File: src/rtl/fifo_byte_serializer.sv
// Pops 32-bit words from a sync FIFO and replays each as NBEATS valid/ready
// beats, MSB beat first, while counting fully delivered words.
module fifo_byte_serializer #(
  parameter int DATA_W = 32,
  parameter int OUT_W  = 8,
  parameter int CNT_W  = 16
) (
  input  logic              clk,
  input  logic              rst,
  input  logic              en,
  input  logic              fifo_empty,
  output logic              fifo_r_en,
  input  logic [DATA_W-1:0] fifo_data,
  output logic [OUT_W-1:0]  out_data,
  output logic              out_valid,
  input  logic              out_ready,
  output logic              out_last,
  output logic              busy,
  output logic [CNT_W-1:0]  words_sent
);

  localparam int NBEATS = DATA_W / OUT_W;
  localparam int BEAT_W = (NBEATS > 1) ? $clog2(NBEATS) : 1;
  localparam logic [BEAT_W-1:0] LAST_BEAT = BEAT_W'(NBEATS - 1);

  typedef enum logic [1:0] {
    S_IDLE,
    S_RD,
    S_CAP,
    S_SEND
  } state_e;

  state_e              state_q, state_d;
  logic                fifo_r_en_q, fifo_r_en_d;
  logic [DATA_W-1:0]   shreg_q, shreg_d;
  logic [BEAT_W-1:0]   beat_q, beat_d;
  logic                out_valid_q, out_valid_d;
  logic [CNT_W-1:0]    words_sent_q, words_sent_d;
  logic                accept;
  logic                at_last;

  assign accept  = out_valid_q && out_ready;
  assign at_last = (beat_q == LAST_BEAT);

  always_ff @(posedge clk or negedge rst) begin
    if (!rst) begin
      state_q      <= S_IDLE;
      fifo_r_en_q  <= 1'b0;
      shreg_q      <= '0;
      beat_q       <= '0;
      out_valid_q  <= 1'b0;
      words_sent_q <= '0;
    end else begin
      state_q      <= state_d;
      fifo_r_en_q  <= fifo_r_en_d;
      shreg_q      <= shreg_d;
      beat_q       <= beat_d;
      out_valid_q  <= out_valid_d;
      words_sent_q <= words_sent_d;
    end
  end

  always_comb begin
    state_d      = state_q;
    fifo_r_en_d  = 1'b0;
    shreg_d      = shreg_q;
    beat_d       = beat_q;
    out_valid_d  = out_valid_q;
    words_sent_d = words_sent_q;

    unique case (state_q)
      S_IDLE: begin
        // fifo_empty is only looked at here, so a pop can never hit an empty FIFO
        if (en && !fifo_empty) begin
          fifo_r_en_d = 1'b1;
          state_d     = S_RD;
        end
      end
      S_RD: begin
        state_d = S_CAP;
      end
      S_CAP: begin
        shreg_d     = fifo_data;
        beat_d      = '0;
        out_valid_d = 1'b1;
        state_d     = S_SEND;
      end
      S_SEND: begin
        if (accept) begin
          if (at_last) begin
            out_valid_d  = 1'b0;
            words_sent_d = words_sent_q + CNT_W'(1);
            state_d      = S_IDLE;
          end else begin
            shreg_d = shreg_q << OUT_W;
            beat_d  = beat_q + BEAT_W'(1);
          end
        end
      end
      default: begin
        state_d = S_IDLE;
      end
    endcase
  end

  assign fifo_r_en  = fifo_r_en_q;
  assign out_data   = shreg_q[DATA_W-1 -: OUT_W];
  assign out_valid  = out_valid_q;
  assign out_last   = out_valid_q && at_last;
  assign busy       = (state_q != S_IDLE);
  assign words_sent = words_sent_q;

endmodule

File: config.mk
export PLATFORM = sky130hd
export DESIGN_NAME = fifo_byte_serializer
export DESIGN_NICKNAME = d
export VERILOG_FILES = /design/src/rtl/fifo_byte_serializer.sv
export SDC_FILE = /design/constraint.sdc
export NUM_CORES = 1
export LEC_CHECK = 0
export ABC_CLOCK_PERIOD_IN_PS = 2800
export CAP_MARGIN = 5
export CORE_UTILIZATION = 43
export CTS_BUF_LIST = sky130_fd_sc_hd__clkbuf_4 sky130_fd_sc_hd__clkbuf_8 sky130_fd_sc_hd__clkbuf_16
export CTS_CLUSTER_SIZE = 8
export DETAILED_ROUTE_END_ITERATION = 10
export MAX_ROUTING_LAYER = met4
export PLACE_DENSITY = 0.83
export SYNTH_ARGS = -nofsm -noshare
export SYNTH_HDL_FRONTEND = slang
export SYNTH_SLANG_ARGS = --single-unit
File: constraint.sdc
create_clock -name clk -period 2.8 [get_ports clk]
set_input_delay 0.28 -clock clk [delete_from_list [all_inputs] [get_ports clk]]
set_output_delay 0.28 -clock clk [all_outputs]
set_load 0.02 [all_outputs]
==> results.sh <==
export IMPL_place_congestion=0.8065
export IMPL_irDropWorstVdd_mv=0.4391
export IMPL_routed_via_density=4.986
export IMPL_grt_max_degree=57
export IMPL_syn_num_nets=272
export IMPL_antenna_left=0
export IMPL_overflow=0
export IMPL_drt_initial_drc_count=69
export IMPL_synth_edf_count=0
export IMPL_die_area_sq_um=6132
export IMPL_slew_violations=0
export IMPL_clkPwrFrac=0.181
export IMPL_r2r_cells=7
export IMPL_synth_cell_area_sq_um=2504
export IMPL_seqPwrFrac=0.424
export IMPL_htreeDepth=2
export IMPL_critPathLaunchType="flop"
export IMPL_min_period_over_period=0.7445
export IMPL_yosys_register_bits=54
export IMPL_io_pins=65
export IMPL_rows=27
export IMPL_fin_skew_ps=6.574
export IMPL_yosys_top_cells_area="dfrtp_1 (54%), mux2i_1 (9.6%), o21ai_0 (5.6%)"
export IMPL_dpl_hpwl_um=3533
export IMPL_crit_start="state_q[0]"
export IMPL_r2r_slack_ps=720
export IMPL_synthFlopType="dfrtp_1"
export IMPL_synth_top_area_cell="dfrtp_1"
export IMPL_share_comb_of_total_power=0.395
export IMPL_max_freq_ghz=0.4797
export IMPL_cp_endpoint="shreg_q[9]"
export IMPL_fill_cells=487
export IMPL_post_cts_buffers=0
export IMPL_yosysWarnings=0
export IMPL_fin_area_sq_um=3276
export IMPL_syn_mean_instance_area_sq_um=10.93
export IMPL_power_density_nw_per_um2=852.1
export IMPL_cts_tree="built"
export IMPL_drv_cap=0
export IMPL_drcViolationCount=0
export IMPL_route_detailed_wl_per_inst_um=13.50
export IMPL_timing_rr_end="shreg_q[9]"
export IMPL_end_kind="flop"
export IMPL_placed_area_sq_um=3157
export IMPL_p_sw_mw=0.9925
export IMPL_p_total_mw=2.791
export IMPL_area_growth_pct=30.83
export IMPL_fin_tns_setup_ps=0
export IMPL_clk_root_buffer_cell="clkbuf_8"
export IMPL_clock_path_buffers=2
export IMPL_yosys_cell_types_count=30
export IMPL_finalWirelength_um=4819
export IMPL_fin_nets=327
export IMPL_ys_seq_area_frac=0.5397
export IMPL_grt_first_pass_wirelength_um=7990
export IMPL_drive_gt1_frac=0.06316
export IMPL_io_buffers=64
export IMPL_cts_made_buffers=5
export IMPL_core_area_sq_um=5574
export IMPL_clk_pin_slew_ps=90
export IMPL_grt_pass1_vias=1742
export IMPL_clk_latency_ps=300
export IMPL_slew_headroom=0.4846
export IMPL_finalSetupViolCount=0
export IMPL_sw_frac_of_total=0.3556
export IMPL_n_antenna_cell=0
export IMPL_tightest_slew_ps=771.5
export IMPL_die_w_um=78.31
export IMPL_first_pass_iters=4
export IMPL_die_height_um=78.31
export IMPL_r2r_start="state_q[0]"
export IMPL_criticalPathCategory="reg2reg"
export IMPL_critPathRequiredTime_ps=2960
export IMPL_synthTopCellsByCount="dfrtp_1 (54), nand2_1 (32), o21ai_0 (28)"
export IMPL_hp_class="in2async"
export IMPL_netlist_instances=229
export IMPL_p_leak_nw=1.458
export IMPL_cts_num_sinks=54
export IMPL_yosysMostFrequentCell="dfrtp_1"
export IMPL_hold_viol=0
export IMPL_fin_hold_ws_ps=408.2
export IMPL_start_util=0.4492
export IMPL_post_route_min_period_ps=2085
export IMPL_arrival_ps=2250
export IMPL_status="complete, no violations"
export IMPL_p_int_mw=1.799
export IMPL_num_vias=1780
export IMPL_rsz0062_at_grt="no"
export IMPL_grt_usage=0.1709
export IMPL_synthArstFlopShare=1.000
export IMPL_synth_top_cell_area_share=0.5397
export IMPL_grt_antenna_before_repair=0
export IMPL_critPathMaxFanout=56
## final cells by class
| class | instances | area (sq um) | area share |
|---|---|---|---|
| sequential | 54 | 1351 | 0.4125 |
| multi-input combinational | 151 | 1042 | 0.3182 |
| timing repair buffer | 68 | 668.1 | 0.2040 |
| tap | 72 | 90.09 | 0.02750 |
| clock buffer | 5 | 68.82 | 0.02101 |
| clock inverter | 3 | 40.04 | 0.01222 |
| inverter | 4 | 15.01 | 0.004584 |
## worst min path at each step
stage | to | cells past startpoint | slack (ps)
2_1_floorplan | beat_q[0] | 0 | -20
3_3_place_gp | shreg_q[31] | 1 | 200
3_5_place_dp | shreg_q[31] | 1 | 200
4_1_cts | shreg_q[31] | 2 | 410
5_1_grt | shreg_q[31] | 2 | 430
6_report | shreg_q[31] | 2 | 410
## worst max-delay path, cell delays in order (launching register included)
cell     delay [ps]
dfrtp_1         390
inv_1           120
ha_1            210
nor2b_1         640
a21oi_4          20
buf_4           310
nand2_1         130
o21ai_0         100
## placed cells by master, fill, tap and decap left out, drive strengths merged
master,n
a21oi,1
a22o,10
a22oi,1
and2,1
and3,3
and3b,1
and4,1
buf,4
bufinv,1
clkbuf,5
clkdlybuf4s50,63
clkinv,2
dfrtp,54
dlygate4sd3,1
ha,6
inv,4
mux2,2
mux2i,24
nand2,32
nand2b,1
nand3,9
nand4,2
nor2,8
nor2b,1
nor3,1
nor4,2
o21ai,28
or4b,1
xnor2,9
xor2,7
## state kept, by name, summed over array words and instances, names as in the netlist
name / flops
state_q: 2
fifo_r_en: 1
shreg_q: 32
words_sent: 16
beat_q: 2
out_valid: 1
## power by group through the flow
stage / clock (mW) / combinational (mW) / sequential, mW
after floorplan: 0 / 0.829 / 1.16
after global placement: 0 / 1.06 / 1.18
after detailed placement: 0 / 1.11 / 1.20
after CTS: 0.522 / 1.11 / 1.18
after global routing: 0.548 / 1.24 / 1.22
final: 0.506 / 1.10 / 1.18
## metal layers
metal,track usage,up-vias,share of wire
met5,-,-,0
met4,0.05370,0,0.0089
met2,0.2728,43,0.51
met3,0.03140,4,0.034
met1,0.2219,846,0.45
li1,-,887,-
## metrics by stage
| step | utilization | instances | setup slack, ps |
|---|---|---|---|
| 5_1_grt | 0.5877 | 357 | 537.4 |
| 3_5_place_dp | 0.5663 | 348 | 656.2 |
| 4_1_cts | 0.5877 | 357 | 711.7 |
| 6_report | 0.5877 | 357 | 715.5 |
| 2_1_floorplan | - | 229 | 987.2 |
| 3_3_place_gp | 0.5663 | 348 | 723.7 |
## kinds of logic (layout without fill, tap and decap cells)
logic type      after synthesis  after routing  synth area share
simple gates                 63             63            0.1239
flops                        54             54            0.5397
compound gates               40             40           0.09595
mux                          26             26            0.1049
buf+inv                      24             80           0.04947
xor+xnor                     16             16           0.05597
fa+ha+maj                     6              6           0.02998
## repair_timing
| item | 4_1_cts | 5_1_grt |
|---|---|---|
| endpoints found under the setup margin | 0 | 0 |
| hold buffers | 1 | 0 |
| gates resized for setup | 0 | 0 |
| hold endpoints to repair | 15 | 0 |
No activity file was read; power rests on OpenSTA's default activity.
